$ cat src/rtl/mem_port_arbiter.sv
// Two-requester arbiter for data port 2 of the OTTER memory.
// R0 is the CPU load/store path, R1 is a secondary master (DMA or debug loader).
// A grant is decided combinationally in the same cycle as the request, so there is
// no grant latency and transfers can issue back to back.
// Read data returns one cycle after the grant and is routed back to whichever
// requester issued the read.
// A requester can hold LOCK to keep ownership of the port across a multi-transfer
// atomic sequence.
// In fixed-priority mode, a saturating wait counter force-grants R1 after it has
// been denied MAX_WAIT times in a row.
module mem_port_arbiter #(
  parameter int MAX_WAIT = 8,
  parameter int RR       = 0
) (
  input  logic        CLK,
  input  logic        RESET_N,
  input  logic        R0_REQ,
  input  logic        R0_LOCK,
  input  logic        R0_WE,
  input  logic [31:0] R0_ADDR,
  input  logic [31:0] R0_WDATA,
  input  logic [1:0]  R0_SIZE,
  input  logic        R0_SIGN,
  output logic        R0_ACK,
  output logic        R0_RVALID,
  output logic [31:0] R0_RDATA,
  input  logic        R1_REQ,
  input  logic        R1_LOCK,
  input  logic        R1_WE,
  input  logic [31:0] R1_ADDR,
  input  logic [31:0] R1_WDATA,
  input  logic [1:0]  R1_SIZE,
  input  logic        R1_SIGN,
  output logic        R1_ACK,
  output logic        R1_RVALID,
  output logic [31:0] R1_RDATA,
  output logic [31:0] MEM_ADDR2,
  output logic [31:0] MEM_DIN2,
  output logic        MEM_READ2,
  output logic        MEM_WRITE2,
  output logic [1:0]  MEM_SIZE,
  output logic        MEM_SIGN,
  input  logic [31:0] MEM_DOUT2
);

  localparam int WW = (MAX_WAIT < 1) ? 1 : $clog2(MAX_WAIT + 1);
  localparam logic [WW-1:0] WAIT_MAX = WW'(MAX_WAIT);

  typedef enum logic [1:0] {
    IDLE  = 2'd0,
    LOCK0 = 2'd1,
    LOCK1 = 2'd2
  } state_e;

  state_e        state_q, state_d;
  logic          last_grant_q, last_grant_d;
  logic [WW-1:0] wait_cnt_q, wait_cnt_d;
  logic          rd_owner_valid_q, rd_owner_valid_d;
  logic          rd_owner_q, rd_owner_d;

  logic idle_win_valid;
  logic idle_win;
  logic grant_valid;
  logic grant_idx;
  logic bus_sel;
  logic sel_we;
  logic sel_lock;

  // Unlocked arbitration: a lone requester wins. On a tie, round-robin mode picks the
  // requester that did not win last. Fixed mode picks R0 unless R1 has been denied
  // MAX_WAIT times.
  always_comb begin
    idle_win_valid = R0_REQ | R1_REQ;
    idle_win       = R1_REQ;
    if (R0_REQ && R1_REQ) begin
      if (RR != 0) begin
        idle_win = ~last_grant_q;
      end else begin
        idle_win = (wait_cnt_q == WAIT_MAX);
      end
    end
  end

  // While a lock is held only its owner may win. Once the owner drops LOCK, normal
  // arbitration takes over in that same cycle.
  always_comb begin
    grant_valid = idle_win_valid;
    grant_idx   = idle_win;
    case (state_q)
      LOCK0: begin
        if (R0_LOCK) begin
          grant_valid = R0_REQ;
          grant_idx   = 1'b0;
        end
      end
      LOCK1: begin
        if (R1_LOCK) begin
          grant_valid = R1_REQ;
          grant_idx   = 1'b1;
        end
      end
      default: begin
      end
    endcase
  end

  // Steer the winner's transfer onto the memory port. With no winner, the buses carry
  // R0's fields and both strobes stay low.
  always_comb begin
    bus_sel    = grant_valid & grant_idx;
    sel_we     = bus_sel ? R1_WE   : R0_WE;
    sel_lock   = bus_sel ? R1_LOCK : R0_LOCK;
    MEM_ADDR2  = bus_sel ? R1_ADDR  : R0_ADDR;
    MEM_DIN2   = bus_sel ? R1_WDATA : R0_WDATA;
    MEM_SIZE   = bus_sel ? R1_SIZE  : R0_SIZE;
    MEM_SIGN   = bus_sel ? R1_SIGN  : R0_SIGN;
    MEM_READ2  = grant_valid & ~sel_we;
    MEM_WRITE2 = grant_valid & sel_we;
    R0_ACK     = grant_valid & ~grant_idx;
    R1_ACK     = grant_valid & grant_idx;
  end

  // Next-state terms: lock ownership, last winner, R1 starvation count, and the owner
  // of the read in flight.
  always_comb begin
    state_d          = IDLE;
    last_grant_d     = last_grant_q;
    wait_cnt_d       = '0;
    rd_owner_valid_d = MEM_READ2;
    rd_owner_d       = grant_idx;

    if (grant_valid) begin
      last_grant_d = grant_idx;
      if (sel_lock) begin
        state_d = grant_idx ? LOCK1 : LOCK0;
      end
    end else begin
      case (state_q)
        LOCK0:   state_d = R0_LOCK ? LOCK0 : IDLE;
        LOCK1:   state_d = R1_LOCK ? LOCK1 : IDLE;
        default: state_d = IDLE;
      endcase
    end

    if (R1_REQ && !R1_ACK) begin
      wait_cnt_d = (wait_cnt_q == WAIT_MAX) ? WAIT_MAX : wait_cnt_q + 1'b1;
    end
  end

  // All arbiter state. Reset drops any lock and any pending read response, and biases
  // the first round-robin tie toward R0.
  always_ff @(posedge CLK or negedge RESET_N) begin
    if (!RESET_N) begin
      state_q          <= IDLE;
      last_grant_q     <= 1'b1;
      wait_cnt_q       <= '0;
      rd_owner_valid_q <= 1'b0;
      rd_owner_q       <= 1'b0;
    end else begin
      state_q          <= state_d;
      last_grant_q     <= last_grant_d;
      wait_cnt_q       <= wait_cnt_d;
      rd_owner_valid_q <= rd_owner_valid_d;
      rd_owner_q       <= rd_owner_d;
    end
  end

  assign R0_RVALID = rd_owner_valid_q & ~rd_owner_q;
  assign R1_RVALID = rd_owner_valid_q & rd_owner_q;
  assign R0_RDATA  = R0_RVALID ? MEM_DOUT2 : 32'h0;
  assign R1_RDATA  = R1_RVALID ? MEM_DOUT2 : 32'h0;

endmodule

$ cat config.mk
export PLATFORM = sky130hd
export DESIGN_NAME = mem_port_arbiter
export DESIGN_NICKNAME = d
export VERILOG_FILES = /design/src/rtl/mem_port_arbiter.sv
export SDC_FILE = /design/constraint.sdc
export NUM_CORES = 1
export LEC_CHECK = 0
export BUFFER_PORTS_ARGS = -buffer_cell sky130_fd_sc_hd__buf_4
export CAP_MARGIN = 20
export CORE_AREA = 2 2 120 122
export CTS_CLUSTER_DIAMETER = 50
export DETAILED_ROUTE_END_ITERATION = 16
export DIE_AREA = 0 0 122 124
export PLACE_DENSITY = 0.52
export REMOVE_ABC_BUFFERS = 1
export SETUP_SLACK_MARGIN = 0.2
export SKIP_CTS_REPAIR_TIMING = 1
export SKIP_LAST_GASP = 1
export SYNTH_ARGS = -nofsm -noshare
export SYNTH_HDL_FRONTEND = slang
export SYNTH_SLANG_ARGS = --single-unit
$ cat constraint.sdc
create_clock -name CLK -period 2.1 [get_ports CLK]
set_clock_uncertainty 0.05 [all_clocks]
set_input_delay 0.105 -clock CLK [delete_from_list [all_inputs] [get_ports CLK]]
set_output_delay 0.105 -clock CLK [all_outputs]
set_load 0.005 [all_outputs]
==> qor.yml, run 1 <==
worst_setup_path:
  cp.arrival_ns: 2.52
  path_delay_family: "buffers and inverters"
  slowest_stage: "dfrtp_1"
  cp_common_cell: "buf_12"
  reg2reg_depth: 9
  start_kind: "register"
  crit_path_cell_trace: "ha_4, nand3b_1, a32oi_4, nor3b_4, buf_12, buf_12, clkbuf_16, mux2_4, buf_6"
  crit_path_max_fanout: 8
  worstSetupEndpointType: "output pin"
  worstSetupPathDepth: 9
  cp_num_buf_inv: 4
  slowest_delay_ns: 0.41
  path_class: "reg -> out"
  crit_required_ns: 1.95
synthesis:
  synth_top_flop_cell: "dfrtp_1"
  async_flop_share: 1.00
  avgSynthCellArea_sq_um: 10.5
  synth_sequential_area_ratio: 0.0955
  synth_cell_types: 31
  synth_edf_count: 0
  syn_inst: 199
  postSynthRegisterBits: 8
  synth_area_sq_mm: 0.00210
  ys_warn_count: 0
grt:
  grt_max_degree: 34
  grt_usage: 0.140
  first_global_vias: 2759
  grt_pass1_wl_microns: 15800
  grt_overflow: 0
  antenna_found_initial: 1
timing:
  drv_slew: 0
  fin_crit_sh: 1.28
  hold_viol: 0
  setup_viol: 74
  hold-worst-slack_ns: 0.0773
  finalWorstSetupSlack_ns: -0.578
  relSlewSlack: 0.820
  rsz0062_at_grt: "true"
  worst_slew_pin_slew_ns: 0.270
  timing.fmax_mhz: 373
  post-route-min-period_ns: 2.68
routing:
  vias_per_cell: 3.95
  wl_microns: 12500
  via_count: 2815
  ant_nets: 0
  drc: 0
  dr.pass1.iters: 4
  drt_iter0_drc: 66
  routedWlPerCell_microns: 17.5
power:
  p_per_area_mw_per_mm2: 390
  ir_drop_mv: 0.201
  p_leak_nw: 2.87
place:
  dp_hpwl_microns: 10700
  placed_cell_area_sq_mm: 0.00468
  dp_cells: 692
  gp_congestion: 0.792
  port-buffer-count: 310
finish:
  drive_above_1_share: 0.803
  regArea_sq_um: 200
  final_common_cell: "buf_4"
  final_area_sq_mm: 0.00532
  layout_common_cells: "buf_4, mux2_4, buf_6, and2_1, and3_1"
  fin_cells: 713
  multi_input_area_sq_mm: 0.00174
  areaGrowthSynthToFinish_pct: 154
  nFillCells: 1386
  layout.nets: 712
floorplan:
  die_y_microns: 124
  die_w_microns: 122
  die-area_sq_mm: 0.0151
  start_util: 0.153
  num_rows: 43
  core_sq_mm: 0.0137
  num_io_pins: 311
clock_tree:
  h-tree-depth: 1
  clk-insertion-delay-late_ns: 0.23
  cts_buffer_depth: 2
  path_clk_slew_ns: 0.04
  cts_inserted_buffers: 3
  cts_tree: "yes"
  cts.sinks: 8
  cts_root_buf: "clkbuf_16"
worst_hold_path:
  hold-path-cell-count: 3
  min_path_type: "in -> reg"
job:
  cap_violations: 0
status:
  status: "complete, but fails checks"
  violations: "negative setup slack"
==> per-stage QoR <==
step / setup TNS [ns] / power (W) / util / setup slack [ns]
finish: -37.73 / 0.00207 / 0.387 / -0.578
detailed placement: -20.43 / 0.00153 / 0.341 / -0.341
floorplan: -298.14 / 0.000756 / - / -4.19
CTS: -38.07 / 0.00185 / 0.347 / -0.595
global placement: -18.88 / 0.00151 / 0.341 / -0.312
global route: -43.43 / 0.00220 / 0.387 / -0.655
==> synthesized netlist by cell type (all sizes together), types with 2 or more instances <==
cell | count | area [sq um]
xnor2 | 2 | 17.5
nor2 | 6 | 22.5
nor3 | 2 | 10.0
ha | 4 | 50.1
nand2 | 3 | 11.3
a211oi | 2 | 27.5
and3 | 32 | 200
buf | 8 | 151
o21ai | 2 | 10.0
inv | 6 | 22.5
mux2 | 67 | 995
and2 | 34 | 213
clkbuf | 9 | 33.8
nand2b | 2 | 15.0
dfrtp | 8 | 200
==> routing by layer <==
| layer | global-route usage | vias up | wire [microns] |
|---|---|---|---|
| met5 | 0 | - | 0 |
| met3 | 0.0572 | 8 | 1550 |
| met1 | 0.151 | 1250 | 4310 |
| li1 | - | 1368 | - |
| met2 | 0.264 | 189 | 6540 |
| met4 | 0.0144 | 0 | 78 |
==> sequential cells by signal, indices dropped and copies added (netlist names) <==
name / count
wait_cnt_q: 4
state_q: 2
rd_owner_q: 1
rd_owner_valid_q: 1
==> kinds of logic (layout without fill, tap and decap cells) <==
logic type	after synthesis	count (layout)	share of synthesized area
and+or+nand+nor	88	88	0.260
muxes	68	68	0.479
buffers and inverters	23	356	0.0991
DFF	8	8	0.0955
AOI/OAI and AO/OA	6	6	0.0334
adders and majority gates	4	4	0.0239
xor gates and xnor gates	2	2	0.00836
other	0	1	0
==> layout make-up <==
type | instances | share of cell area
multi-input combinational | 168 | 0.328
timing repair buffer | 347 | 0.573
sequential | 8 | 0.0377
inverter | 6 | 0.00424
tap | 180 | 0.0424
antenna | 1 | 0.000471
clock buffer | 3 | 0.0141
==> path summary, 6_finish.rpt <==
check	start	to	slack, ns
max in group asynchronous	RESET_N	rd_owner_valid_q	1.67
min in group asynchronous	RESET_N	wait_cnt_q[0]	0.21
worst min register to register	wait_cnt_q[0]	wait_cnt_q[0]	0.45
worst max register to register	state_q[1]	wait_cnt_q[2]	-0.05
worst max-delay path	state_q[1]	MEM_ADDR2[4]	-0.58
worst min-delay path	R0_LOCK	state_q[0]	0.08
==> power breakdown <==
group          switching [W]  internal (W)  total (W)
clock network      0.0000683      0.000245   0.000313
logic               0.000540       0.00103    0.00157
registers          0.0000107      0.000172   0.000183
==> worst min-delay path, stage by stage <==
cell,delay (ns)
buf_4,0.12
inv_1,0.05
a211oi_1,0.04
(Power assumes the default switching activity.)
==> run 2, diff against run 1 <==
--- a/config.mk
+++ b/config.mk
@@ -7,11 +7,11 @@
 export LEC_CHECK = 0
 export BUFFER_PORTS_ARGS = -buffer_cell sky130_fd_sc_hd__buf_4
 export CAP_MARGIN = 20
-export CORE_AREA = 2 2 120 122
+export CORE_AREA = 2 2 121 123
 export CTS_CLUSTER_DIAMETER = 50
 export DETAILED_ROUTE_END_ITERATION = 16
-export DIE_AREA = 0 0 122 124
-export PLACE_DENSITY = 0.52
+export DIE_AREA = 0 0 123 125
+export PLACE_DENSITY = 0.49
 export REMOVE_ABC_BUFFERS = 1
 export SETUP_SLACK_MARGIN = 0.2
 export SKIP_CTS_REPAIR_TIMING = 1
==> constraint.sdc (replaced) <==
create_clock -name CLK -period 3.4 [get_ports CLK]
set_clock_uncertainty 0.05 [all_clocks]
set_input_delay 0.17 -clock CLK [delete_from_list [all_inputs] [get_ports CLK]]
set_output_delay 0.17 -clock CLK [all_outputs]
set_load 0.005 [all_outputs]
==> run 2 against run 1 <==
  * Power shrank 47%
  * Register-to-register slack gained 1.2 ns
  * Via count shrank 5.7%
  * Non-clock buffer count shrank 31
  * Hold slack gained 0.045 ns
  * The run now ends clean
  * Global-route usage shrank 1.2 points
  * Worst setup slack gained 1.0 ns
  * Wire length shrank 13%
  * Clock-buffer cell count is the same
==> qor.yml, run 2 (synthesis results as in run 1) <==
routing:
  ant_nets: 0  # unchanged
  dr.pass1.iters: 4  # unchanged
  drc: 0  # unchanged
  via_count: 2654  # -5.7%
  drt_iter0_drc: 76  # +15%
  vias_per_cell: 3.87  # -1.9%
  routedWlPerCell_microns: 15.8  # -9.7%
  wl_microns: 10800  # -13%
power:
  ir_drop_mv: 0.106  # -47%
  p_total_w: 0.00109  # -47%
  p_leak_nw: 2.57  # -11%
  p_per_area_mw_per_mm2: 236  # -39%
timing:
  rsz0062_at_grt: "false"
  fin_crit_sh: 0.877
  post-route-min-period_ns: 2.98
  relSlewSlack: 0.691  # -0.129
  setup_viol: 0  # -100%
  hold-worst-slack_ns: 0.122  # +0.0447 ns
  timing.fmax_mhz: 335
  drv_slew: 0  # unchanged
  hold_viol: 0  # unchanged
  worst_slew_pin_slew_ns: 0.464  # +0.194 ns
clock_tree:
  cts_inserted_buffers: 3  # unchanged
  cts_root_buf: "clkbuf_16"
  path_clk_slew_ns: 0.04  # about the same
  h-tree-depth: 1  # unchanged
  cts_tree: "yes"
  cts.sinks: 8  # unchanged
  clk-insertion-delay-late_ns: 0.24  # about the same
  cts_buffer_depth: 2  # unchanged
grt:
  grt_max_degree: 62  # +82%
  grt_pass1_wl_microns: 15000  # -4.8%
  grt_overflow: 0  # unchanged
  grt_usage: 0.127  # -0.0124
  antenna_found_initial: 0  # -1
  first_global_vias: 2630  # -4.7%
floorplan:
  die_w_microns: 123  # +0.82%
  core_sq_mm: 0.0142  # +3.5%
  num_rows: 44  # +2.3%
  num_io_pins: 311  # unchanged
  die-area_sq_mm: 0.0154  # +1.6%
  die_y_microns: 125  # +0.81%
  start_util: 0.148  # -0.00521
place:
  port-buffer-count: 310  # unchanged
  dp_hpwl_microns: 9460  # -11%
  placed_cell_area_sq_mm: 0.00452  # -3.4%
  gp_congestion: 0.779  # -1.7%
finish:
  areaGrowthSynthToFinish_pct: 120
  layout_common_cells: "buf_4, mux2_4, and2_1, and3_1, dfrtp_1"
  regMostFlops: "wait_cnt_q"
  final_area_sq_mm: 0.00461  # -13%
  final_common_cell: "buf_4"
  drive_above_1_share: 0.778  # -0.0242
  largest_reg_flops: 4  # unchanged
  layout.nets: 681  # -4.4%
  top_regs: "wait_cnt_q: 4 flops, state_q: 2 flops"
  final_util: 0.325  # -0.0629
  nFillCells: 1501  # +8.3%
  num_antenna_cells: 0  # -1
worst_setup_path:
  path_class: "reg -> out"
  slowest_stage: "mux2_2"
  crit_path_max_fanout: 61  # +53
  start_kind: "register"
  crit_required_ns: 3.18  # +1.23 ns
  slowest_delay_ns: 0.39  # -0.02 ns
  cp.arrival_ns: 2.76  # +0.24 ns
  crit_path_cell_trace: "inv_1, ha_1, nand3b_1, a32oi_4, nor3b_4, buf_12, mux2_2, buf_4"
  worstSetupEndpointType: "output pin"
worst_hold_path:
  min_path_type: "in -> reg"
status:
  status: "completed"
job:
  cap_violations: 0  # unchanged
[run 2: layout make-up]
type,count,area [sq um],share of cell area
clock buffers,3,75.1,0.0163
inverters,6,22.5,0.00489
multi-input cells,168,1690,0.368
flip-flops and latches,8,200,0.0434
well taps,184,230,0.0499
repair buffers,316,2390,0.518
[run 2: power by group]
group          switching, W  total [W]  internal, W
clock             0.0000525   0.000205     0.000152
sequential       0.00000641   0.000113     0.000106
combinational      0.000280   0.000770     0.000490
[run 2: worst paths after layout]
kind / cells after the start / to / slack (ns) / start
max in group asynchronous: 2 / wait_cnt_q[3] / 2.91 / RESET_N
min in group asynchronous: 2 / wait_cnt_q[2] / 0.26 / RESET_N
hold / removal: 3 / state_q[0] / 0.12 / R0_LOCK
hold reg to reg: 1 / wait_cnt_q[0] / 0.45 / wait_cnt_q[0]
setup reg to reg: 7 / wait_cnt_q[2] / 1.10 / state_q[0]
setup / recovery: 8 / MEM_SIZE[1] / 0.42 / state_q[0]
[run 2: stage by stage]
step | worst slack (ns) | setup TNS (ns) | cells
2_1_floorplan | -2.96 | -207.66 | 182
3_3_place_gp | 0.731 | 0 | 681
3_5_place_dp | 0.669 | 0 | 681
4_1_cts | 0.416 | 0 | 684
5_1_grt | 0.266 | 0 | 685
6_report | 0.418 | 0 | 685
[run 2: critical path: cells and delay by family, from the launching register on]
kind            cells  cell delay (ns)
fa+ha+maj           1             0.35
flops               1             0.34
compound gates      1             0.27
buf+inv             3             0.56
simple gates        2             0.54
mux                 1             0.39
[run 2: per-layer routing]
metal / GRT usage / routed length [microns]
met1: 0.141 / 3840
met2: 0.232 / 5460
met3: 0.0497 / 1430
met4: 0.0207 / 82
met5: 0 / 0
==> run 3, diff against run 2 <==
--- a/config.mk
+++ b/config.mk
@@ -7,11 +7,11 @@
 export LEC_CHECK = 0
 export BUFFER_PORTS_ARGS = -buffer_cell sky130_fd_sc_hd__buf_4
 export CAP_MARGIN = 20
-export CORE_AREA = 2 2 121 123
+export CORE_AREA = 2 2 120 122
 export CTS_CLUSTER_DIAMETER = 50
 export DETAILED_ROUTE_END_ITERATION = 16
-export DIE_AREA = 0 0 123 125
-export PLACE_DENSITY = 0.49
+export DIE_AREA = 0 0 122 124
+export PLACE_DENSITY = 0.52
 export REMOVE_ABC_BUFFERS = 1
 export SETUP_SLACK_MARGIN = 0.2
 export SKIP_CTS_REPAIR_TIMING = 1
==> constraint.sdc (replaced) <==
create_clock -name CLK -period 2.5 [get_ports CLK]
set_clock_uncertainty 0.05 [all_clocks]
set_input_delay 0.125 -clock CLK [delete_from_list [all_inputs] [get_ports CLK]]
set_output_delay 0.125 -clock CLK [all_outputs]
set_load 0.005 [all_outputs]
==> run 3 against run 2 <==
  * The flow now finishes with violations (negative setup slack)
  * Cell count up 2.9%
  * Clock power up 31%
  * Hold slack worse by 0.027 ns
  * Register-to-register slack worse by 0.80 ns
  * Sequential power up 49%
  * Critical endpoint is now MEM_DIN2[22]
  * Largest cell class unchanged
==> qor.yml, run 3 (synthesis results as in run 1) <==
finish:
  top_regs: "wait_cnt_q: 4 flops, state_q: 2 flops"
  drive_above_1_share: 0.795  # +0.0170
  areaGrowthSynthToFinish_pct: 148
  largest_reg_flops: 4  # unchanged
  final_area_sq_mm: 0.00519  # +13%
  layout.nets: 703  # +3.2%
  final_common_cell: "buf_4"
  layout_common_cells: "buf_4, mux2_4, buf_6, and2_1, and3_1"
  regMostFlops: "wait_cnt_q"
worst_setup_path:
  path_class: "reg -> out"
  rrSetupSlack_ns: 0.30  # -0.80 ns
  crit_required_ns: 2.33  # -0.85 ns
  reg2reg_depth: 10  # +3
  r2r_start: "state_q[0]"
  cp.arrival_ns: 2.53  # -0.23 ns
  r2r-end: "state_q[0]"
  worstSetupEndpointType: "output pin"
  start_kind: "register"
  crit_path_max_fanout: 10  # -84%
timing:
  fin_crit_sh: 1.08
  timing.fmax_mhz: 370
  rsz0062_at_grt: "true"
  relSlewSlack: 0.421  # -0.270
  finalWorstSetupSlack_ns: -0.206  # -0.624 ns
  worst_slew_pin_slew_ns: 0.868  # +0.404 ns
  hold-worst-slack_ns: 0.0953  # -0.0268 ns
  drv_slew: 0  # unchanged
  hold_viol: 0  # unchanged
  setup_viol: 67  # +67
  post-route-min-period_ns: 2.71
  finalSetupTns_ns: -11.53  # -11.53 ns
grt:
  grt_pass1_wl_microns: 15600  # +3.8%
  grt_use_met1: 0.158  # +0.0176
  groute.layer.met3.usage: 0.0568  # +0.00705
  gr-max-usage-layer: "met2"
  grt_use_met2: 0.243  # +0.0116
  antenna_found_initial: 3  # +3
  grt_max_degree: 35  # -44%
  grt_usage: 0.139  # +0.0111
  grt_overflow: 0  # unchanged
  first_global_vias: 2692  # +2.4%
routing:
  vias_per_cell: 3.96  # +2.2%
  ant_nets: 0  # unchanged
  routedWlPerCell_microns: 17.6  # +11%
  wl_microns: 12400  # +15%
  drt_iter0_drc: 48  # -37%
  drc: 0  # unchanged
  dr.pass1.iters: 4  # unchanged
  via_count: 2791  # +5.2%
clock_tree:
  path_clk_slew_ns: 0.04  # about the same
  cts_tree: "yes"
  cts_root_buf: "clkbuf_16"
  cts_buffer_depth: 2  # unchanged
  clk-insertion-delay-late_ns: 0.23  # about the same
  h-tree-depth: 1  # unchanged
  cts_inserted_buffers: 3  # unchanged
  cts.sinks: 8  # unchanged
floorplan:
  num_io_pins: 311  # unchanged
  die-area_sq_mm: 0.0151  # -1.6%
  die_w_microns: 122  # -0.81%
  die_y_microns: 124  # -0.80%
  start_util: 0.153  # +0.00521
  num_rows: 43  # -2.3%
  core_sq_mm: 0.0137  # -3.4%
power:
  ir_drop_mv: 0.156  # +48%
  p_per_area_mw_per_mm2: 326  # +38%
  p_leak_nw: 2.81  # +9.5%
worst_hold_path:
  min_to: "state_q[0]"
  hold-path-cell-count: 3  # unchanged
  min_path_type: "in -> reg"
  hp-start: "R0_LOCK"
place:
  pre_cts_slack_ns: 0.00640  # -0.663 ns
  placed_cell_area_sq_mm: 0.00462  # +2.0%
  port-buffer-count: 310  # unchanged
  gp_congestion: 0.807  # +3.7%
  dp_hpwl_microns: 10500  # +11%
status:
  status: "complete, but fails checks"
  violations: "negative setup slack"
job:
  cap_violations: 0  # unchanged
## run 3: changes by cell type in the layout (fill, tap and decap cells not counted), moves of 2 or more
cell | before | now
buf_16 | 0 | 2
buf_4 | 314 | 271
buf_6 | 0 | 52
diode_2 | 0 | 2
mux2_2 | 3 | 0
clkbuf_16 | 3 | 8
mux2_4 | 64 | 67
buf_8 | 0 | 4
buf_12 | 1 | 3
## run 3: worst max-delay path by stage
stage | start | endpoint | slack, ns | cells past startpoint
finish | state_q[0] | MEM_DIN2[22] | -0.21 | 10
global route | state_q[0] | MEM_ADDR2[0] | -0.30 | 10
CTS | state_q[0] | MEM_DIN2[12] | -0.25 | 9
detailed placement | state_q[0] | MEM_DIN2[12] | 0.006 | 9
global placement | state_q[0] | MEM_DIN2[31] | 0.06 | 9
floorplan | state_q[0] | MEM_DIN2[31] | -3.81 | 6
## run 3: routing by layer
layer	vias up	routed length [microns]
li1	1348	-
met5	-	12
met4	2	61
met3	8	1640
met2	186	6310
met1	1247	4370
## run 3: cell type report
class,count,area (sq um)
clock buffers,3,75.1
fillers,1376,8530
well taps,180,225
multi-input cells,168,1730
repair buffers,338,2930
diodes,2,5.00
flip-flops and latches,8,200
inverters,6,22.5
## run 3: stage by stage
step | util | power [W] | std cells
6_report | 0.378 | 0.00169 | 705
3_5_place_dp | 0.337 | 0.00125 | 685
4_1_cts | 0.342 | 0.00153 | 688
5_1_grt | 0.378 | 0.00180 | 704
2_1_floorplan | - | 0.000635 | 182
3_3_place_gp | 0.337 | 0.00125 | 685
## run 3: critical path, stage by stage, from the launching register on
cell and delay, ns:
dfrtp_1 0.38, inv_2 0.08, ha_4 0.21, nand3b_1 0.21, a32oi_4 0.26, nor3b_4 0.26
buf_12 0.15, buf_12 0.14, buf_16 0.15, mux2_4 0.31, buf_4 0.13
## run 3: where the power goes
group	internal, W	switching (W)	total (W)
Combinational	0.000831	0.000427	0.00126
Sequential	0.000144	0.0000235	0.000168
Clock	0.000206	0.0000616	0.000268
Total	0.00118	0.000512	0.00169
